--- config.mk ---
export PLATFORM = sky130hd
export DESIGN_NAME = alif_multi_channel_neuron
export DESIGN_NICKNAME = d
export VERILOG_FILES = /design/src/rtl/alif_multi_channel_neuron.sv
export SDC_FILE = /design/constraint.sdc
export NUM_CORES = 1
export LEC_CHECK = 0
export ABC_AREA = 0
export CAP_MARGIN = 10
export CORE_MARGIN = 1.5
export CORE_UTILIZATION = 57
export DETAILED_ROUTE_END_ITERATION = 16
export GPL_ROUTABILITY_DRIVEN = 0
export MAX_ROUTING_LAYER = met4
export PLACE_DENSITY = 0.8
export SLEW_MARGIN = 40
export SYNTH_ARGS = -nofsm -noshare
export SYNTH_HDL_FRONTEND = slang
export SYNTH_SLANG_ARGS = --single-unit
export TNS_END_PERCENT = 20
--- constraint.sdc ---
create_clock -name clk -period 6.6 [get_ports clk]
set_clock_uncertainty 0.05 [all_clocks]
set_input_delay 0.66 -clock clk [delete_from_list [all_inputs] [get_ports clk]]
set_output_delay 0.66 -clock clk [all_outputs]
set_load 0.05 [all_outputs]
--- src/rtl/alif_multi_channel_neuron.sv ---
// Adaptive leaky integrate-and-fire neuron with N_CH signed-weight channels
// accumulated serially through one multiplier, then a single membrane update.
module alif_multi_channel_neuron #(
    parameter int N_CH   = 4,
    parameter int IN_W   = 6,
    parameter int W_W    = 4,
    parameter int V_BITS = 8,
    parameter int THR_UP = 4,
    parameter int THR_DN = 1
) (
    input  logic                   clk,
    input  logic                   reset,
    input  logic                   enable,
    input  logic                   params_ready,
    input  logic                   sample_valid,
    output logic                   sample_ready,
    input  logic [N_CH*IN_W-1:0]   chan_in,
    input  logic [N_CH*W_W-1:0]    weights,
    input  logic [V_BITS-1:0]      leak_rate,
    input  logic [V_BITS-1:0]      threshold_min,
    input  logic [3:0]             leak_cycles,
    input  logic [3:0]             refrac_period,
    output logic                   spike_out,
    output logic [V_BITS-1:0]      v_mem_out,
    output logic [V_BITS-1:0]      threshold_out,
    output logic                   refractory
);
    // state  | meaning
    // IDLE   | ready for a sample; refractory samples are discarded here
    // ACCUM  | one channel product added to acc per cycle
    // UPDATE | membrane, spike, threshold and leak counter written

    localparam int ACC_W = IN_W + W_W + $clog2(N_CH) + 1;
    localparam int IDX_W = $clog2(N_CH);
    localparam int S_W   = ACC_W + 1;

    localparam logic [IDX_W-1:0]  LAST_IDX = IDX_W'(N_CH - 1);
    localparam logic [V_BITS:0]   V_MAX    = {1'b0, {V_BITS{1'b1}}};
    localparam logic [V_BITS:0]   THR_UP_X = (V_BITS + 1)'(THR_UP);
    localparam logic [V_BITS:0]   THR_DN_X = (V_BITS + 1)'(THR_DN);
    localparam logic [V_BITS-1:0] THR_DN_V = V_BITS'(THR_DN);

    typedef enum logic [1:0] {IDLE, ACCUM, UPDATE} state_t;

    state_t                   state;
    logic [N_CH*IN_W-1:0]     chan_q;
    logic [N_CH*W_W-1:0]      w_q;
    logic signed [ACC_W-1:0]  acc;
    logic [IDX_W-1:0]         idx;
    logic [V_BITS-1:0]        v_mem;
    logic [V_BITS-1:0]        threshold;
    logic [3:0]               leak_cnt;
    logic [3:0]               refr_cnt;

    logic [IN_W-1:0]          cur_chan;
    logic signed [W_W-1:0]    cur_w;
    logic signed [ACC_W-1:0]  prod;

    assign cur_chan = chan_q[int'(idx)*IN_W +: IN_W];
    assign cur_w    = w_q[int'(idx)*W_W +: W_W];
    // channel value is unsigned, so it is zero-extended before the signed multiply
    assign prod = $signed({{(ACC_W-IN_W){1'b0}}, cur_chan})
                * $signed({{(ACC_W-W_W){cur_w[W_W-1]}}, cur_w});

    logic                     apply_leak;
    logic signed [S_W-1:0]    v_ext;
    logic signed [S_W-1:0]    acc_ext;
    logic signed [S_W-1:0]    leak_ext;
    logic signed [S_W-1:0]    sum;
    logic [V_BITS-1:0]        new_v;
    logic                     fire;
    logic [V_BITS:0]          tmin2;
    logic [V_BITS:0]          thr_max;
    logic [V_BITS:0]          thr_inc;
    logic [V_BITS:0]          thr_floor;
    logic [V_BITS-1:0]        thr_next_up;
    logic [V_BITS-1:0]        thr_next_dn;

    always_comb begin
        apply_leak = (leak_cnt >= leak_cycles);
        v_ext      = $signed({{(S_W-V_BITS){1'b0}}, v_mem});
        acc_ext    = $signed({acc[ACC_W-1], acc});
        leak_ext   = apply_leak ? $signed({{(S_W-V_BITS){1'b0}}, leak_rate}) : '0;
        sum        = v_ext + acc_ext - leak_ext;

        if (sum[S_W-1])
            new_v = '0;
        else if (sum[S_W-2:V_BITS] != '0)
            new_v = {V_BITS{1'b1}};
        else
            new_v = sum[V_BITS-1:0];

        fire = (new_v >= threshold);

        // ceiling is twice the floor, saturated to the membrane range
        tmin2       = {threshold_min, 1'b0};
        thr_max     = (tmin2 > V_MAX) ? V_MAX : tmin2;
        thr_inc     = {1'b0, threshold} + THR_UP_X;
        thr_next_up = (thr_inc > thr_max) ? thr_max[V_BITS-1:0] : thr_inc[V_BITS-1:0];

        thr_floor   = {1'b0, threshold_min} + THR_DN_X;
        thr_next_dn = ({1'b0, threshold} < thr_floor) ? threshold_min
                                                      : threshold - THR_DN_V;
    end

    always_ff @(posedge clk) begin
        if (reset) begin
            state        <= IDLE;
            sample_ready <= 1'b1;
            spike_out    <= 1'b0;
            chan_q       <= '0;
            w_q          <= '0;
            acc          <= '0;
            idx          <= '0;
            v_mem        <= '0;
            threshold    <= threshold_min;
            leak_cnt     <= '0;
            refr_cnt     <= '0;
        end else begin
            spike_out <= 1'b0;
            case (state)
                IDLE: begin
                    if (sample_valid && enable && params_ready) begin
                        if (refr_cnt != '0) begin
                            refr_cnt <= refr_cnt - 4'd1;
                        end else begin
                            chan_q       <= chan_in;
                            w_q          <= weights;
                            acc          <= '0;
                            idx          <= '0;
                            state        <= ACCUM;
                            sample_ready <= 1'b0;
                        end
                    end
                end
                ACCUM: begin
                    acc <= acc + prod;
                    if (idx == LAST_IDX) begin
                        idx   <= '0;
                        state <= UPDATE;
                    end else begin
                        idx <= idx + 1'b1;
                    end
                end
                UPDATE: begin
                    leak_cnt <= apply_leak ? 4'd0 : leak_cnt + 4'd1;
                    if (fire) begin
                        spike_out <= 1'b1;
                        v_mem     <= '0;
                        refr_cnt  <= refrac_period;
                        threshold <= thr_next_up;
                    end else begin
                        v_mem <= new_v;
                        if (apply_leak)
                            threshold <= thr_next_dn;
                    end
                    state        <= IDLE;
                    sample_ready <= 1'b1;
                end
                default: begin
                    state        <= IDLE;
                    sample_ready <= 1'b1;
                end
            endcase
        end
    end

    assign v_mem_out     = v_mem;
    assign threshold_out = threshold;
    assign refractory    = (refr_cnt != '0);

endmodule

======== Word level (Yosys, flattened, before mapping) ========
Cells that the tools add are included.
W data, S select, Z words.
word-level totals
  flip-flop bits (word level) ............. 83
  input port bits ......................... 69
  output and inout bits ................... 19
cells by class
  add/sub/neg operators ................... 9
  multiply operators ...................... 2
  order comparisons ....................... 5
  equal/unequal tests ..................... 8
  shifts and indexed selects .............. 2
  muxes and demuxes ....................... 31
  bitwise operators ....................... 3
  reductions and logical operators ........ 16
operators with widths
  kind                   count
  $mux W8                10
  $mux W13               2
  $pmux W13 S2           1
  $shiftx A24 B6 Y6      1
  $mux W4                4
  $shiftx A16 B5 Y4      1
  $add A9 B13 Y14        1
  $sub A14 B9 Y14        1
  $add A13 B11 Y13       1
  $mux W2                6
  $reduce_and A3 Y1      4
  $mul A7 B4 Y11         1
  $ne A2 B2 Y1 const B   5
  $add A8 B1 Y9 const B  1
  $add A8 B3 Y9 const B  1
  $gt A9 B8 Y1 const B   1
  $gt A9 B9 Y1           1
  $lt A8 B9 Y1           1
  $mux W9                1
  $ge A8 B8 Y1           1
  $pmux W2 S2            2
  $pmux W4 S2            1
  $sub A8 B1 Y8 const B  1
  $reduce_bool A2 Y1     3
  other kinds (18)       24

======== Longest topological paths before layout ========
Gate-level depths: netlist of run 1.
  depth after elaboration ................. 10
  gate-level depth with buffers ........... 30
  mapped depth without buffers ............ 27

======== Worst setup path after synthesis of run 1 ========
Ideal clock, no wire load.
  kind .................................... input port to flip-flop
  from .................................... in leak_cycles[0]
  to ...................................... reg threshold[2] (netlist: threshold_out[2]), enable pin
  library setup time ...................... 0.265 ns
  data arrival time ....................... 5.744 ns
  data required time ...................... 6.285 ns
  slack ................................... 0.540 ns
  cell stages on the path ................. 25
  path through ............................ ha_1 nand2b_1 a21o_1 a21o_1 a21oi_1 clkbuf_1 nor2b_1 fa_1 inv_1 ha_1 a21oi_2 o22ai_1 o41ai_2 o31a_2 o31ai_1 and3_1 buf_6 a31o_2 ha_1 nor3b_1 o21ai_0 a21oi_1 clkbuf_1 a21oi_1 or2_2
on the way
  longest elaborated chain between the ends .. 9
RTL lines
  item                                     line  source
  start, declared                          21    input logic [3:0] leak_cycles,
  $ge A4 B4 Y1 (*)                         80    apply_leak = (leak_cnt >= leak_cycles);
  $mux W8                                  83    leak_ext = apply_leak ? $signed({{(S_W-V_BITS){1'b0}}, leak_rate}) : '0;
  $sub A14 B9 Y14                          84    sum = v_ext + acc_ext - leak_ext;
  $reduce_bool A5 Y1                       88    else if (sum[S_W-2:V_BITS] != '0)
  $mux W8                                  88
  $mux W8                                  86    if (sum[S_W-1])
  $ge A8 B8 Y1                             93    fire = (new_v >= threshold);
  $reduce_bool A3 Y1 (no source line) (*)  n/a
  $reduce_and A2 Y1 (no source line) (*)   n/a
  end signal, assigned                     116   threshold <= threshold_min;
  end signal, assigned                     151   threshold <= thr_next_up;
  end signal, assigned                     155   threshold <= thr_next_dn;
  end, declared                            51    logic [V_BITS-1:0] threshold;
Every way passes the cells marked *; elsewhere a longest branch is shown, timed or not.
A chain may end at the register's enable or synchronous reset.

======== Worst setup path after layout of run 1 ========
  from .................................... in leak_cycles[0]
  to ...................................... reg threshold[6] (netlist: threshold_out[6]), data pin
on the way
  longest elaborated chain between the ends .. 10
RTL lines
  item                 line  source
  $ge A4 B4 Y1 (*)     80
  $mux W8 (*)          83
  $sub A14 B9 Y14 (*)  84
  $reduce_bool A5 Y1   88
  $mux W8              88
  $mux W8 (*)          86
  $ge A8 B8 Y1 (*)     93
  $mux W8 (*)          147   if (fire) begin
  $mux W8 (*)          121   case (state)
  $mux W8 (*)          107   if (reset) begin
Every way passes the cells marked *; elsewhere a longest branch is shown, timed or not. The select of a mux whose other input is x is not followed.

==> results of run 1 <==
-- Yosys cell counts (15+ instances only) --
cell type | count | share of area
xnor2_1 | 23 | 0.030
nor2b_1 | 15 | 0.014
inv_1 | 89 | 0.049
a21oi_1 | 77 | 0.057
dfxtp_1 | 75 | 0.22
ha_1 | 77 | 0.14
nand2_1 | 123 | 0.068
o21ai_0 | 29 | 0.021
nand3_1 | 18 | 0.013
fa_1 | 25 | 0.074
clkbuf_1 | 24 | 0.013
nor3_1 | 19 | 0.014
nor2_1 | 50 | 0.028
-- where the power goes --
group / switching (mW) / internal [mW]
logic: 0.378 / 0.282
clock network: 0.221 / 0.271
registers: 0.0438 / 0.542
-- state kept, by name, indices dropped and copies added, names as in the netlist --
name / flops
threshold_out: 8
sample_ready: 1
w_q: 16
state: 2
idx: 2
chan_q: 24
acc: 13
leak_cnt: 4
v_mem_out: 8
spike_out: 1
refr_cnt: 4
-- worst paths after layout --
check,slack (ns),from,cells after the start,end
setup reg to reg,0.69,leak_cnt[0],25,threshold_out[6]
setup / recovery,0.39,leak_cycles[0],25,threshold_out[6]
hold / removal,0.40,w_q[11],2,w_q[11]
hold reg to reg,0.40,w_q[11],2,w_q[11]
-- metrics by stage --
stage / util / power [mW] / worst slack, ns
after floorplan: - / 1.04 / 0.540
after global placement: 0.674 / 1.19 / 0.273
after detailed placement: 0.674 / 1.23 / -0.0182
after CTS: 0.699 / 1.72 / 0.260
after global routing: 0.702 / 1.82 / 0.0291
final: 0.702 / 1.74 / 0.391
-- area by class of cell --
cell class                      instances  area (sq um)
Multi-Input combinational cell        617          4560
Fill cell                             907          3420
Sequential cell                        83          1740
Timing Repair Buffer                   96           947
Inverter                               89           334
Clock buffer                           11           243
Tap cell                              143           179
Clock inverter                          5          42.5
-- cell families (layout without fill, tap and decap cells) --
logic type / count (synthesis) / in the layout / share of synthesized area
AO/OA/AOI/OAI: 196 / 196 / 0.189
XOR/XNOR: 33 / 33 / 0.0428
adder cells (fa/ha/maj): 102 / 102 / 0.217
buffers and inverters: 122 / 201 / 0.0726
flip-flops: 83 / 83 / 0.258
multiplexers: 13 / 13 / 0.0379
AND/OR/NAND/NOR: 273 / 273 / 0.183
-- worst min-delay path, cell delays in order (launching register included) --
cell,delay [ns]
dfxtp_1,0.31
nand2_1,0.05
a21oi_1,0.05
-- layer usage --
layer	GRT usage	part of all wire	vias up
met5	-	0	-
met4	0.115	0.028	0
met3	0.0484	0.050	42
met2	0.496	0.51	201
met1	0.309	0.41	2864
li1	-	-	2980
-- what timing repair did --
action	CTS	global route
hold buffers	0	0
setup endpoints to repair	0	23
gates resized for setup	0	5
setup buffers	0	0
==> results by group, run 1 <==
Synthesis
  – Synth warn: 0
  – Post-Syn Nets: 993
  – Sequential fraction of the synthesis area: 0.258
  – Asr flop ratio synth: 0
  – Unique masters post-synth: 67
  – Avg Synthesized Cell Area: 8.22 sq um
  – Cells after synthesis: 822
  – Main flop type after synthesis: dfxtp_1
  – Flops & latches, synth: 83
  – Number of synthesized flops with an enable pin: 8
  – Synthesized area: 6760 sq um

Global route
  – GRT Residual Overflow: 0
  – Antenna violations before repair: 0
  – First-pass GRT wire length: 27,800 um
  – Total track usage: 0.279
  – Largest net degree at the start of global routing: 85
  – Vias in the first global route: 6,227

Detailed routing
  – First drt pass iteration count: 5
  – Final wirelength: 16,400 um
  – Final ANT Viol Nets: 0
  – Wire per inst: 15.7 um
  – Routed vias: 6,087
  – DRC violations left: 0
  – Vias/cell: 5.83
  – Initial drt markers: 383

Setup path
  – Crit path required time: 6.65 ns
  – Worst Path Buf+Inv: 3
  – Cell family with most CP delay: compound AO/OA/AOI/OAI gates
  – Kind of critical path: input port to register
  – Slowest stage cell, crit path: fa_1
  – Slowest stage delay, CP: 0.54 ns
  – Worst-path fanout max: 15
  – Critical Path Start Type: input port
  – Arr. time, crit path: 6.26 ns
  – CP most frequent cell: ha_1
  – Worst setup EP type: register

Power and ir drop
  – Power Density: 216 nW/um^2
  – Peak supply drop: 0.198 mV
  – Leak Pwr: 3.47 nW

Timing
  – Max-slew violation count: 0
  – Fin Hold WS: 0.403 ns
  – Fmax: 161 MHz
  – Final setup vio count: 0
  – Worst rel slew slack: 0.487
  – Slew @ Worst Pin: 0.763 ns
  – Fin crit share: 0.941
  – Final critical-path required period: 6.21 ns
  – RSZ-0062 raised after global routing: false
  – Setup TNS: 0 ns
  – Final Hold Vio Count: 0

Clock tree
  – CTS H-Tree Depth: 3
  – CTS clk-pin slew, worst paths: 0.06 ns
  – CTS max path bufs: 2
  – CTS Sinks: 83
  – Cts bufs inserted: 9
  – CTS tree: yes
  – Root Buffer: clkbuf_16
  – Clk_lat worst skew: 0.35 ns

Outcome
  – Status: finished clean

Cells and area
  – Cell area after layout: 8050 sq um
  – Ant diodes: 0
  – Nets@finish: 1,067
  – Most frequent cells in the layout: 123 x nand2_1, 89 x inv_1, 86 x clkdlybuf4s50_1
  – Area Overhead vs Synth: 19.0%
  – Layout cells sized above 1: 0.0699
  – Commonest non-fill, non-tap cell in the layout: nand2_1
  – Post-Layout Cell Count: 1,044

Placement
  – Inst Count DP: 1,028
  – Dpl cell area: 7730 sq um
  – Port buffer count: 87
  – Hpwl dp: 12,600 um

Die
  – CORE AREA: 11,500 sq um
  – Row count: 39
  – Die X: 112 um
  – Starting Density: 0.589
  – Die Y-Extent: 112 um
  – Die area: 12,500 sq um
  – Top-Level Pins: 88

Job
  – Reported max-cap violation count: 0

Hold path
  – HP Class: register to register
(Power assumes the default switching activity.)
==> run 2, diff against run 1 <==
==> constraint.sdc (replaced) <==
create_clock -name clk -period 6.85 [get_ports clk]
set_clock_uncertainty 0.05 [all_clocks]
set_input_delay 0.685 -clock clk [delete_from_list [all_inputs] [get_ports clk]]
set_output_delay 0.685 -clock clk [all_outputs]
set_load 0.05 [all_outputs]
==> results by group, run 2 (same netlist as run 1, synthesis figures left out) <==
Outcome
  – Status: finished clean (unchanged)

Setup path
  – Kind of critical path: input port to register (unchanged)
  – Crit path required time: 7.05 ns (was 6.65 ns)
  – Reg2reg end: refr_cnt[1] (was threshold_out[6])
  – Reg2Reg Setup Slack: 0.91 ns (was 0.69 ns)
  – Worst r2r path cells: 27 (was 25)
  – Critical Path Start Type: input port (unchanged)
  – Worst-path fanout max: 15 (unchanged)
  – Arr. time, crit path: 6.45 ns (was 6.26 ns)
  – Worst setup EP type: register (unchanged)
  – Launch point of the worst reg-to-reg path: leak_cnt[0] (unchanged)

Cells and area
  – Biggest register: chan_q (unchanged)
  – Filler Cell Count: 928 (was 907)
  – Most frequent cells in the layout: 123 x nand2_1, 89 x inv_1, 86 x clkdlybuf4s50_1 (unchanged)
  – Largest register FFs: 24 (unchanged)
  – Ant diodes: 0 (unchanged)
  – Cell area after layout: 7990 sq um (was 8050 sq um)
  – Nets@finish: 1,066 (was 1,067)
  – Area Overhead vs Synth: 18.2% (was 19.0%)
  – Multi-input gate area: 4530 sq um (was 4560 sq um)
  – Layout cells sized above 1: 0.0633 (was 0.0699)
  – Commonest non-fill, non-tap cell in the layout: nand2_1 (unchanged)
  – Top Registers: chan_q: 24 flops, w_q: 16 flops, acc: 13 flops (unchanged)
  – Reg area: 1740 sq um (unchanged)

Power and ir drop
  – Leak Pwr: 3.46 nW (was 3.47 nW)
  – Switching power: 607 uW (was 643 uW)
  – Int Pwr: 1.04 mW (was 1.09 mW)
  – Sequential Power Share: 0.342 (was 0.337)
  – Power Density: 206 nW/um^2 (was 216 nW/um^2)
  – Peak supply drop: 0.172 mV (was 0.198 mV)
  – Switching Fraction: 0.370 (about the same)
  – Gate power share: 0.375 (was 0.380)
  – Clock power frac: 0.282 (was 0.283)

Detailed routing
  – First drt pass iteration count: 5 (unchanged)
  – Wire per inst: 15.2 um (was 15.7 um)
  – DRC violations left: 0 (unchanged)
  – Max layer used: met4 (unchanged)
  – Final ANT Viol Nets: 0 (unchanged)
  – Met3 wire length: 822 um (was 811 um)
  – Final wirelength: 15,900 um (was 16,400 um)
  – Wire length on met2: 8200 um (was 8360 um)
  – Metal1 wirelength: 6600 um (was 6740 um)
  – Routed vias: 6,043 (was 6,087)
  – Vias/cell: 5.79 (was 5.83)
  – Initial drt markers: 362 (was 383)

Timing
  – Fmax: 160 MHz
  – Max-slew violation count: 0 (unchanged)
  – Setup TNS: 0 ns (unchanged)
  – Fin Hold WS: 0.405 ns (was 0.403 ns)
  – Final setup vio count: 0 (unchanged)
  – Final critical-path required period: 6.24 ns
  – Worst setup margin: 0.605 ns (was 0.391 ns)
  – Worst rel slew slack: 0.488 (was 0.487)
  – RSZ-0062 raised after global routing: false (unchanged)
  – Slew @ Worst Pin: 0.762 ns (was 0.763 ns)
  – Final Hold Vio Count: 0 (unchanged)
  – Fin crit share: 0.912

Hold path
  – Hold_sp: w_q[12] (was w_q[11])
  – Min-Delay Path Depth: 2 (unchanged)
  – HP Class: register to register (unchanged)
  – Hold worst-path end: w_q[12] (was w_q[11])

Clock tree
  – Post-cts gate resize count: 0 (unchanged)
  – CTS H-Tree Depth: 3 (unchanged)
  – CTS tree: yes (unchanged)
  – CTS Sinks: 83 (unchanged)
  – Root Buffer: clkbuf_16 (unchanged)
  – Clk_lat worst skew: 0.34 ns (was 0.35 ns)
  – CTS clk-pin slew, worst paths: 0.07 ns (was 0.06 ns)
  – CTS max path bufs: 2 (unchanged)
  – Cts bufs inserted: 9 (unchanged)
  – Setup bufs post-CTS: 0 (unchanged)
  – # hold bufs at CTS: 0 (unchanged)

Placement
  – Hpwl dp: 12,500 um (was 12,600 um)
  – Dpl cell area: 7710 sq um (was 7730 sq um)
  – Dpl ws: 0.273 ns (was -0.0182 ns)
  – Port buffer count: 87 (unchanged)

Global route
  – Largest net degree at the start of global routing: 49 (was 85)
  – GRT Residual Overflow: 0 (unchanged)
  – Vias in the first global route: 6,053 (was 6,227)
  – Antenna violations before repair: 0 (unchanged)
  – Total track usage: 0.272 (was 0.279)
  – First-pass GRT wire length: 27,300 um (was 27,800 um)

Die
  – Die area: 12,500 sq um (unchanged)
  – Die X: 112 um (unchanged)
  – Starting Density: 0.589 (unchanged)
  – Die Y-Extent: 112 um (unchanged)
  – CORE AREA: 11,500 sq um (unchanged)
  – Row count: 39 (unchanged)
  – Top-Level Pins: 88 (unchanged)

Job
  – Reported max-cap violation count: 0 (unchanged)
==> run 2: per-layer routing <==
| metal | track usage | vias up |
|---|---|---|
| li1 | - | 2980 |
| met1 | 0.314 | 2835 |
| met2 | 0.485 | 200 |
| met3 | 0.0446 | 28 |
| met4 | 0.0819 | 0 |
| met5 | - | - |
==> run 2: worst max path at each step <==
stage	startpoint	endpoint	slack, ns	cells past startpoint
final	leak_cycles[0]	refr_cnt[1]	0.61	27
after global routing	leak_cycles[0]	refr_cnt[1]	0.13	26
after CTS	leak_cycles[0]	refr_cnt[1]	0.61	27
after detailed placement	leak_cycles[0]	refr_cnt[1]	0.27	27
after global placement	leak_cycles[0]	threshold_out[2]	0.47	26
after floorplan	leak_cycles[0]	threshold_out[2]	0.77	25
==> run 2: layout make-up <==
type | instances | area share
clock inverters | 6 | 0.00580
clock buffers | 10 | 0.0287
flip-flops and latches | 83 | 0.218
well taps | 143 | 0.0224
repair buffers | 95 | 0.116
inverters | 89 | 0.0418
multi-input cells | 617 | 0.567
==> run 2: through the flow <==
step / power (mW) / cells / util
after floorplan: 1.00 / 822 / -
after global placement: 1.15 / 1026 / 0.672
after detailed placement: 1.18 / 1027 / 0.672
after CTS: 1.64 / 1043 / 0.696
after global routing: 1.73 / 1043 / 0.696
final: 1.64 / 1043 / 0.696
==> run 2: worst max-delay path, stage by stage <==
cell and delay, ns:
clkdlybuf4s50_1 0.41, ha_1 0.28, nand2b_1 0.14, a21o_1 0.17
a21o_1 0.17, a21oi_1 0.13, buf_4 0.23, nor2b_1 0.08
fa_1 0.48, inv_1 0.05, ha_1 0.38, nand3_1 0.12
o22ai_1 0.25, o41ai_2 0.11, o31a_2 0.32, o31ai_1 0.07
and3_1 0.30, buf_4 0.23, a31oi_1 0.11, ha_1 0.32
nand2_1 0.07, nor3_1 0.25, a21o_1 0.33, and2_1 0.23
o21a_1 0.24, nor2_1 0.06, a211oi_1 0.22
==> run 2: power groups by stage <==
stage               registers (mW)  logic (mW)  clock network [mW]
floorplan                    0.603       0.399                   0
global placement             0.570       0.575                   0
detailed placement           0.572       0.606                   0
CTS                          0.561       0.611               0.464
global route                 0.566       0.679               0.484
finish                       0.562       0.617               0.464
==> run 3, diff against run 2 <==
--- a/config.mk
+++ b/config.mk
@@ -5,14 +5,15 @@
 export SDC_FILE = /design/constraint.sdc
 export NUM_CORES = 1
 export LEC_CHECK = 0
-export ABC_AREA = 0
+export ABC_AREA = 1
 export CAP_MARGIN = 10
 export CORE_MARGIN = 1.5
 export CORE_UTILIZATION = 57
+export CTS_CLUSTER_DIAMETER = 50
 export DETAILED_ROUTE_END_ITERATION = 16
 export GPL_ROUTABILITY_DRIVEN = 0
 export MAX_ROUTING_LAYER = met4
-export PLACE_DENSITY = 0.8
+export PLACE_DENSITY = 0.79
 export SLEW_MARGIN = 40
 export SYNTH_ARGS = -nofsm -noshare
 export SYNTH_HDL_FRONTEND = slang
==> results by group, run 3 <==
Synthesis
  – Unique masters post-synth: 40 (was 67)
  – Number of synthesized flops with an enable pin: 8 (unchanged)
  – Commonest cells in the netlist: 227 x nand2_1, 165 x inv_1, 143 x nor2_1 (was 123 x nand2_1, 89 x inv_1, 77 x a21oi_1, 77 x ha_1, 75 x dfxtp_1)
  – Avg Synthesized Cell Area: 6.81 sq um (was 8.22 sq um)
  – Cells after synthesis: 1,054 (was 822)
  – Cell taking the most area after synthesis: dfxtp_1 (unchanged)
  – Flops & latches, synth: 83 (unchanged)
  – Sequential fraction of the synthesis area: 0.243 (was 0.258)
  – Synth warn: 0 (unchanged)
  – Count leader, synth: nand2_1 (unchanged)
  – Synth top area cells: dfxtp_1 21%, ha_1 13%, nand2_1 12% (was dfxtp_1 22%, ha_1 14%, fa_1 7.4%)
  – Top-area cell type share of the netlist area: 0.209 (was 0.222)
  – Synthesized area: 7180 sq um (was 6760 sq um)
  – Main flop type after synthesis: dfxtp_1 (unchanged)
  – Asr flop ratio synth: 0 (unchanged)
  – Post-Syn Nets: 1,225 (was 993)

Detailed routing
  – Final wirelength: 16,700 um (was 15,900 um)
  – DRC violations left: 0 (unchanged)
  – Initial drt markers: 445 (was 362)
  – First drt pass iteration count: 5 (unchanged)
  – Final ANT Viol Nets: 0 (unchanged)
  – Wire per inst: 12.9 um (was 15.2 um)
  – Routed vias: 6,778 (was 6,043)
  – Vias/cell: 5.23 (was 5.79)

Setup path
  – Slowest stage cell, crit path: clkdlybuf4s50_1 (was fa_1)
  – Worst Path Buf+Inv: 10 (was 4)
  – Worst setup EP type: register (unchanged)
  – Critical Path Start Type: input port (unchanged)
  – Kind of critical path: input port to register (unchanged)
  – Cell family with most CP delay: simple AND/OR/NAND/NOR gates (was compound AO/OA/AOI/OAI gates)
  – Slowest stage delay, CP: 0.46 ns (was 0.48 ns)
  – Launch point of the worst reg-to-reg path: leak_cnt[1] (was leak_cnt[0])
  – Crit path required time: 6.91 ns (was 7.05 ns)
  – CP most frequent cell: inv_1
  – Worst-path fanout max: 9 (was 15)
  – Worst setup path start: leak_cycles[1] (was leak_cycles[0])
  – Arr. time, crit path: 5.86 ns (was 6.45 ns)

Clock tree
  – CTS H-Tree Depth: 3 (unchanged)
  – Setup bufs post-CTS: 0 (unchanged)
  – CTS clk-pin slew, worst paths: 0.07 ns (about the same)
  – Clk_lat worst skew: 0.34 ns (about the same)
  – CTS tree: yes (unchanged)
  – # hold bufs at CTS: 0 (unchanged)
  – Post-cts gate resize count: 0 (unchanged)
  – Cts bufs inserted: 9 (unchanged)
  – CTS Sinks: 83 (unchanged)
  – CTS max path bufs: 2 (unchanged)
  – Root Buffer: clkbuf_16 (unchanged)

Die
  – Row count: 40 (was 39)
  – Die Y-Extent: 115 um (was 112 um)
  – Die area: 13,300 sq um (was 12,500 sq um)
  – CORE AREA: 12,200 sq um (was 11,500 sq um)
  – Die X: 115 um (was 112 um)
  – Top-Level Pins: 88 (unchanged)
  – Starting Density: 0.590 (was 0.589)

Placement
  – Dpl ws: 0.710 ns (was 0.273 ns)
  – Hpwl dp: 12,900 um (was 12,500 um)
  – Port buffer count: 87 (unchanged)
  – Dpl cell area: 8160 sq um (was 7710 sq um)
  – Inst Count DP: 1,282 (was 1,027)

Cells and area
  – Reg area: 1740 sq um (unchanged)
  – Final Util: 0.693 (was 0.696)
  – Largest register FFs: 24 (unchanged)
  – Layout cells sized above 1: 0.0434 (was 0.0633)
  – Biggest register: chan_q (unchanged)
  – Area Overhead vs Synth: 17.5% (was 18.2%)
  – Nets@finish: 1,296 (was 1,066)
  – Filler Cell Count: 1,079 (was 928)
  – Cell area after layout: 8430 sq um (was 7990 sq um)
  – Most frequent cells in the layout: 227 x nand2_1, 164 x inv_1, 142 x nor2_1 (was 123 x nand2_1, 89 x inv_1, 86 x clkdlybuf4s50_1)
  – Commonest non-fill, non-tap cell in the layout: nand2_1 (unchanged)
  – Top Registers: chan_q: 24 flops, w_q: 16 flops, acc: 13 flops (unchanged)
  – Multi-input gate area: 4660 sq um (was 4530 sq um)
  – Ant diodes: 0 (unchanged)
  – Post-Layout Cell Count: 1,297 (was 1,043)

Power and ir drop
  – Peak supply drop: 0.128 mV (was 0.172 mV)
  – Pwr Total: 1.79 mW (was 1.64 mW)
  – Leak Pwr: 3.95 nW (was 3.46 nW)
  – Power Density: 212 nW/um^2 (was 206 nW/um^2)

Timing
  – Setup TNS: 0 ns (unchanged)
  – Max-slew violation count: 0 (unchanged)
  – Worst setup margin: 1.05 ns (was 0.605 ns)
  – Worst rel slew slack: 0.546 (was 0.488)
  – Final setup vio count: 0 (unchanged)
  – RSZ-0062 raised after global routing: false (unchanged)
  – Fin crit share: 0.847 (was 0.912)
  – Final critical-path required period: 5.80 ns (was 6.24 ns)
  – Slew @ Worst Pin: 0.680 ns (was 0.762 ns)
  – Fin Hold WS: 0.430 ns (was 0.405 ns)
  – Fmax: 172 MHz (was 160 MHz)
  – Final Hold Vio Count: 0 (unchanged)

Global route
  – Antenna violations before repair: 0 (unchanged)
  – GRT Residual Overflow: 0 (unchanged)
  – Total track usage: 0.274 (was 0.272)
  – First-pass GRT wire length: 28,400 um (was 27,300 um)
  – Largest net degree at the start of global routing: 57 (was 49)
  – Vias in the first global route: 6,402 (was 6,053)

Job
  – Reported max-cap violation count: 0 (unchanged)

Hold path
  – Hold_sp: chan_q[5] (was w_q[12])
  – HP Class: register to register (unchanged)

Outcome
  – Status: finished clean (unchanged)
==> run 3: worst paths after layout <==
kind                            cells after the start  slack [ns]          endpoint
worst max-delay path                               34        1.05  threshold_out[6]
worst min-delay path                                2        0.43         chan_q[5]
worst max register to register                     32        1.55  threshold_out[6]
worst min register to register                      2        0.43         chan_q[5]
==> run 3: area by class of cell <==
class	instances	area share
clock buffer	9	0.0267
multi-input combinational	768	0.552
sequential	83	0.207
tap	168	0.0249
clock inverter	6	0.00549
inverter	171	0.0761
timing repair buffer	92	0.108
==> run 3: cell families after synthesis <==
kind of cell / Yosys count / synth area share
XOR/XNOR: 27 / 0.0329
AO/OA/AOI/OAI: 157 / 0.126
flip-flops: 83 / 0.243
buffers and inverters: 203 / 0.109
adder cells (fa/ha/maj): 102 / 0.204
AND/OR/NAND/NOR: 482 / 0.285
==> run 3: metal layers <==
layer	global-route usage	vias to the layer above	part of all wire
met2	0.461	193	0.47
met4	0.0856	0	0.017
met5	-	-	0
met3	0.0290	25	0.048
li1	-	3516	-
met1	0.348	3044	0.47
==> run 3: worst register-to-register path, delay by kind of cell (launching register included) <==
family	cells	cell delay, ns
and+or+nand+nor	16	1.99
adders and majority gates	5	1.41
buffers and inverters	8	0.78
AOI/OAI and AO/OA	3	0.43
DFF	1	0.38
==> run 3: power breakdown <==
part / total (mW) / leakage [nW] / internal, mW / switching [mW]
sequential: 0.574 / 0.688 / 0.529 / 0.0446
clock: 0.461 / 0.134 / 0.248 / 0.213
combinational: 0.755 / 3.13 / 0.291 / 0.464
total: 1.79 / 3.95 / 1.07 / 0.722
